<file path="src/rtl/instr_fetch_issue.sv">
// instr_fetch_issue: single-outstanding instruction fetcher with a 2-entry issue FIFO and redirect flush
module instr_fetch_issue #(
  parameter int ADDR_W = 8,
  parameter logic [ADDR_W-1:0] RESET_PC = '0
) (
  input  logic              clk,
  input  logic              rst_n,
  input  logic              run,
  output logic              mem_req,
  output logic [ADDR_W-1:0] mem_addr,
  input  logic              mem_ack,
  input  logic [31:0]       mem_rdata,
  input  logic              redirect,
  input  logic [ADDR_W-1:0] redirect_pc,
  output logic              issue_valid,
  input  logic              issue_ready,
  output logic [5:0]        opcode,
  output logic [4:0]        rs,
  output logic [4:0]        rt,
  output logic [4:0]        rd,
  output logic [15:0]       imm,
  output logic [ADDR_W-1:0] issue_pc,
  output logic [1:0]        fifo_count
);
  localparam logic [0:0] IDLE = 1'b0;
  localparam logic [0:0] REQ  = 1'b1;
  logic [0:0]        state;
  logic              drop;
  logic [ADDR_W-1:0] pc;
  logic [31:0]       w0, w1;
  logic [ADDR_W-1:0] a0, a1;
  logic [1:0]        count;
  logic              pop, ack, push, start;
  logic [1:0]        cnt_pop, cnt_next;
  logic [ADDR_W-1:0] fetch_pc;
  always_comb begin
    pop      = issue_valid & issue_ready;
    ack      = (state == REQ) & mem_ack;
    push     = ack & ~drop & ~redirect;
    cnt_pop  = count - {1'b0, pop};
    cnt_next = redirect ? 2'd0 : cnt_pop + {1'b0, push};
    start    = run & (cnt_next < 2'd2) & ((state == IDLE) | mem_ack);
    fetch_pc = redirect ? redirect_pc : pc;
  end
  always_ff @(posedge clk or negedge rst_n) begin
    if (!rst_n) begin
      state    <= IDLE;
      mem_addr <= '0;
      pc       <= RESET_PC;
      drop     <= 1'b0;
      count    <= 2'd0;
      w0       <= '0;
      w1       <= '0;
      a0       <= '0;
      a1       <= '0;
    end else begin
      state    <= start ? REQ : (ack ? IDLE : state);
      mem_addr <= start ? fetch_pc : mem_addr;
      pc       <= start ? fetch_pc + 1'b1 : fetch_pc;
      // an unacked request survives a redirect; its data is dropped on arrival
      drop     <= ack ? 1'b0 : ((state == REQ) & (drop | redirect));
      count    <= cnt_next;
      if (pop) begin
        w0 <= w1;
        a0 <= a1;
      end
      if (push && cnt_pop == 2'd0) begin
        w0 <= mem_rdata;
        a0 <= mem_addr;
      end
      if (push && cnt_pop != 2'd0) begin
        w1 <= mem_rdata;
        a1 <= mem_addr;
      end
    end
  end
  assign mem_req     = state;
  assign issue_valid = (count != 2'd0);
  assign fifo_count  = count;
  assign opcode      = w0[31:26];
  assign rs          = w0[25:21];
  assign rt          = w0[20:16];
  assign rd          = w0[15:11];
  assign imm         = w0[15:0];
  assign issue_pc    = a0;
endmodule

</file>
<file path="config.mk">
export PLATFORM = sky130hd
export DESIGN_NAME = instr_fetch_issue
export DESIGN_NICKNAME = d
export VERILOG_FILES = /design/src/rtl/instr_fetch_issue.sv
export SDC_FILE = /design/constraint.sdc
export NUM_CORES = 1
export LEC_CHECK = 0
export ABC_AREA = 1
export ABC_CLOCK_PERIOD_IN_PS = 2700
export BUFFER_PORTS_ARGS = -buffer_cell sky130_fd_sc_hd__clkbuf_2
export CORE_AREA = 3 3 112 114
export CTS_CLUSTER_SIZE = 12
export DETAILED_ROUTE_END_ITERATION = 7
export DIE_AREA = 0 0 115 117
export GPL_TIMING_DRIVEN = 1
export HOLD_SLACK_MARGIN = 0.08
export PLACE_DENSITY = 0.72
export RECOVER_POWER = 25
export SLEW_MARGIN = 15
export SYNTH_ARGS = -nofsm -noshare
export SYNTH_HDL_FRONTEND = slang
export SYNTH_SLANG_ARGS = --single-unit
export TNS_END_PERCENT = 10
</file>
<file path="constraint.sdc">
create_clock -name clk -period 2.7 [get_ports clk]
set_clock_uncertainty 0.2 [all_clocks]
set_input_delay 0.27 -clock clk [delete_from_list [all_inputs] [get_ports clk]]
set_output_delay 0.27 -clock clk [all_outputs]
set_load 0.005 [all_outputs]
</file>
# Word level (Yosys, flattened, before mapping)
# Index checks and enable logic that the tools add are counted.
# W data, S select, Z words.
# classes
n_mux	10
bitwise	12
order_cmp	1
n_reduce_logical	7
add_sub_neg	3
# ops
op	count
$mux W32	2
$mux W8	4
$add A8 B1 Y8 const B	1
$reduce_bool A2 Y1	4
$and A1 B1 Y1	7
$mux W1	3
$not A1 Y1	3
$add A2 B1 Y2	1
$logic_and A1 B1 Y1	2
$logic_not A2 Y1	1
$lt A2 B2 Y1 const B	1
$mux W2	1
$or A1 B1 Y1	2
$sub A2 B1 Y2	1
# totals
input_bits	46
out_inout_bits	57
regBits	100
elab_cells	42

# Depth between registers and ports, before layout
# logic_depth
depth_word	9
depth_mapped	17
depth_no_buf	15

# Worst setup path before layout
# No wires, ideal clock.
# synth_timing
path_type	reg2reg
from	register count[1], in the netlist fifo_count[1]
to	register pc[4]
setup_time_ns	0.117
stages_incl_launch_ff	18
path_buffers	2
required_time_ns	2.383
period_less_slack_ns	2.587
slack_ns	0.113
arrival_time_ns	2.270
path_cell_list	dfrtp_1 nor2_1 inv_1 nand2_1 inv_1 clkbuf_1 ha_1 inv_1 ha_1 inv_1 nand3_1 nand3_1 nand2_1 inv_1 nand2_1 buf_4 nand2_1 nand2_1
# synth_between
elab_chain_len	9
# synth_rtl
item	line	rtl
start: declaration	32	logic [1:0] count;
start signal: assignment	62	count <= cnt_next;
$reduce_bool A2 Y1	78	assign issue_valid = (count != 2'd0);
named net issue_valid	15	output logic issue_valid,
$and A1 B1 Y1	37	pop = issue_valid & issue_ready;
$sub A2 B1 Y2	40	cnt_pop = count - {1'b0, pop};
$add A2 B1 Y2	41	cnt_next = redirect ? 2'd0 : cnt_pop + {1'b0, push};
$mux W2	41	
$lt A2 B2 Y1	42	start = run & (cnt_next < 2'd2) & ((state == IDLE) | mem_ack);
$and A1 B1 Y1 (2 in a row)	42	
$mux W8	59	pc <= start ? fetch_pc + 1'b1 : fetch_pc;
end signal: assignment	59	
end: declaration	29	logic [ADDR_W-1:0] pc;
# The timed path passes the listed nets, and every way through them passes these cells.
# A chain may end at the register's enable or synchronous reset.

# Final worst setup path
# layout_timing
from	input redirect
to	register w0[10]
# layout_between
elab_chain_len	4
elab_cells_between_ends	5
cone_classes	mux (1); bitwise (2); reduce/logical (2)
# layout_rtl
item	line	rtl
start: declaration	13	input logic redirect,
$not A1 Y1 (*)	39	push = ack & ~drop & ~redirect;
$and A1 B1 Y1 (*)	39	
$logic_and A1 B1 Y1 (*)	67	if (push && cnt_pop == 2'd0) begin
$mux W32 / $reduce_bool A2 Y1 (equally long branches)	-	
end signal: assignment	64	w0 <= w1;
end signal: assignment	68	w0 <= mem_rdata;
end: declaration	30	logic [31:0] w0, w1;
# Mark *: on every way between the ends. The rest lies on a longest branch, timed or not.

==> flow_metrics.py <==
metrics = {
    "sta": {
        "worstMarginPinSlew_ns": 1.19,
        "holdWs_ns": 0.117,
        "fmax_ghz": 0.400,
        "fin_setup_tns_ns": 0,
        "slew_viol_final": 0,
        "finalCritPeriodShare_pct": 92.5,
        "rsz0062_at_grt": "false",
        "setup_viol": 0,
        "max_slew_margin_pct": 21.0,
        "hold_viol": 0,
        "layout_min_cycle_time_ns": 2.50,
    },
    "yosys": {
        "synth_top_family_by_area": "simple AND/OR/NAND/NOR gates",
        "ys_seq_elements": 100,
        "syn-num-nets": 589,
        "yosysWarnings": 0,
        "synth_compound_area_share_pct": 5.82,
        "synth_simple_gate_area_share_pct": 31.0,
        "synth_adder_area_share_pct": 0.816,
        "postSynthCellCount": 540,
        "synth.area.mux_share_pct": 0,
        "netlist_area_um2": 4600,
        "yosysSeqAreaShare_pct": 54.4,
        "synth-xor-area-share_pct": 0.571,
        "synth_cell_types": 24,
        "syn_avg_cell_area_um2": 8.52,
    },
    "die": {
        "die_y_um": 117,
        "die_area_um2": 13500,
        "io_pins": 103,
        "std_cell_rows": 39,
        "coreArea_um2": 11500,
        "die_w_um": 115,
        "start_util_pct": 39.9,
    },
    "power": {
        "clock_power_share_pct": 21.2,
        "seq_power_share_pct": 40.9,
        "power_switching_mw": 2.35,
        "swShare_pct": 38.3,
        "vdd_drop_max_mv": 0.834,
        "leakagePower_nw": 3.11,
        "combPwrFrac_pct": 37.9,
        "p_int_mw": 3.78,
        "power_mw": 6.12,
        "p_per_area_nw_per_um2": 1050,
    },
    "layout": {
        "final_cells": 808,
        "final_cell_mix": "nand2_1, nand3_1, dfrtp_1",
        "syn_to_final_growth_pct": 27.0,
        "final_common_cell": "nand2_1",
        "fin_nets": 709,
        "drive_gt1_share_pct": 21.2,
        "antenna_cells": 0,
    },
    "routing": {
        "avgViaCountPerCell": 5.01,
        "antenna_left": 0,
        "vias": 4047,
        "drc": 0,
        "wl_per_cell_um": 14.0,
        "dr.pass1.iters": 5,
        "routed_wl_mm": 11.3,
        "first_iter_violations": 368,
    },
    "clocking": {
        "clk_pin_slew_ns": 0.07,
        "h-tree-depth": 3,
        "clkLatencyLatePin_ns": 0.34,
        "cts_sinks": 100,
        "max-clock-path-buffers": 2,
        "cts_buffers": 9,
        "cts_root_buffer": "clkbuf_16",
        "post_cts_buffers": 0,
        "cts_tree": "built",
    },
    "place": {
        "globalplace.congestion": 0.810,
        "port-buffer-count": 102,
        "place_inst": 757,
        "place_hpwl_mm": 7.43,
    },
    "worst_setup_path": {
        "crit_required_ns": 2.71,
        "crit_type": "primary input to flip-flop",
        "critPathMaxStageDelay_ns": 0.53,
        "crit_slowest_cell": "dlygate4sd3_1",
        "crit_chain": "dlygate4sd3_1 > clkbuf_2 > or2_4 > nor2_8 > buf_4 > nand3_4 > buf_4 > nand3_1 > nand3_1",
        "crit_path_start_kind": "primary input",
        "critPathTopFamily": "buffers and inverters",
        "cp_max_fo": 38,
        "path_buf_inv": 4,
        "crit_path_end_kind": "flip-flop",
        "arrival_ns": 2.51,
    },
    "global_route": {
        "grt_util_all_layers_pct": 17.5,
        "grt_first_pass_wirelength_mm": 18.7,
        "grt_pass1_vias": 3904,
        "antenna_found_initial": 0,
        "grt_max_degree": 55,
        "gr-total-overflow": 0,
    },
    "min_path": {
        "hold_class": "primary input to flip-flop",
    },
    "job": {
        "maxCapViolCount": 0,
    },
    "outcome": {
        "status": "finished clean",
    },
}
[state kept, by name (all words and copies together), names as in the netlist]
signal      cells
issue_pc        8
mem_req         1
fifo_count      2
w1             32
drop            1
a1              8
mem_addr        8
pc              8
w0             32
[metrics by stage]
stage | instance area, um^2 | util [%] | worst slack (ns)
after global routing | 5840 | 50.7 | 0.0206
after floorplan | 4600 | - | 0.113
after CTS | 5850 | 50.8 | 0.108
after global placement | 5200 | 45.1 | 0.276
final | 5840 | 50.7 | 0.201
after detailed placement | 5200 | 45.1 | 0.134
[power by group through the flow]
stage / clock, mW / combinational [mW] / sequential (mW)
2_1_floorplan: 0 / 1.51 / 2.48
5_1_grt: 1.39 / 2.64 / 2.58
3_5_place_dp: 0 / 2.29 / 2.53
4_1_cts: 1.33 / 2.35 / 2.51
3_3_place_gp: 0 / 2.22 / 2.49
6_report: 1.30 / 2.32 / 2.51
[area by class of cell]
| cell class | count | area [um^2] |
|---|---|---|
| multi-input cells | 364 | 1760 |
| inverters | 38 | 143 |
| repair buffers | 147 | 951 |
| fillers | 1085 | 5680 |
| well taps | 143 | 179 |
| clock inverters | 6 | 63.8 |
| clock buffers | 10 | 239 |
| flip-flops and latches | 100 | 2500 |
[routing by layer]
| layer | vias to the layer above | track usage [%] | share of wire, % |
|---|---|---|---|
| li1 | 1996 | - | - |
| met4 | 0 | 6.34 | 1.7 |
| met1 | 1939 | 23.9 | 47 |
| met5 | - | 0 | 0 |
| met2 | 95 | 27.2 | 47 |
| met3 | 17 | 4.32 | 4.5 |
[cell families after synthesis]
kind of cell / after synthesis
AOI/OAI and AO/OA: 35
DFF: 100
and+or+nand+nor: 323
buffers and inverters: 76
xor gates and xnor gates: 3
adders and majority gates: 3
[worst paths after layout]
check                                             start                 end  slack (ns)  cells after the start
worst min register to register        w1[9]$_DFFE_PN0P_   w1[9]$_DFFE_PN0P_        0.27                      2
worst max register to register  fifo_count[1]$_DFF_PN0_     pc[3]$_DFF_PN0_        0.27                     15
worst min-delay path                     redirect_pc[1]     pc[1]$_DFF_PN0_        0.12                      5
min in group asynchronous                         rst_n     pc[0]$_DFF_PN0_        0.49                      2
worst max-delay path                           redirect  w0[10]$_DFFE_PN0P_        0.20                      9
max in group asynchronous                         rst_n  w0[13]$_DFFE_PN0P_        0.92                      3
[synth_stat cells (all sizes together)]
master / instances / area (um^2)
xor2: 3 / 26.3
nand3b: 1 / 7.51
nand2: 180 / 676
or2: 2 / 15.0
dfrtp: 100 / 2500
ha: 3 / 37.5
inv: 38 / 143
buf: 24 / 143
clkbuf: 14 / 52.6
nor2: 9 / 60.1
nand3: 131 / 668
o211ai: 17 / 178
o21ai: 18 / 90.1
[what timing repair did]
item | in CTS | in global routing
gates resized for setup | 0 | 1
endpoints found under the hold margin | 112 | 0
setup endpoints to repair | 0 | 16
hold buffers | 35 | 0
[worst reg2reg max path: stages, from the launching register on]
cell,delay [ns]
dfrtp_1,0.41
nor2_1,0.11
inv_1,0.06
nand2_1,0.08
inv_1,0.07
ha_1,0.35
inv_1,0.07
ha_1,0.19
inv_1,0.06
nand3_1,0.07
nand3_1,0.11
nand2_1,0.10
inv_1,0.08
nand2_2,0.18
nand2_1,0.13
nand2_1,0.07
(Power assumes the default switching activity.)
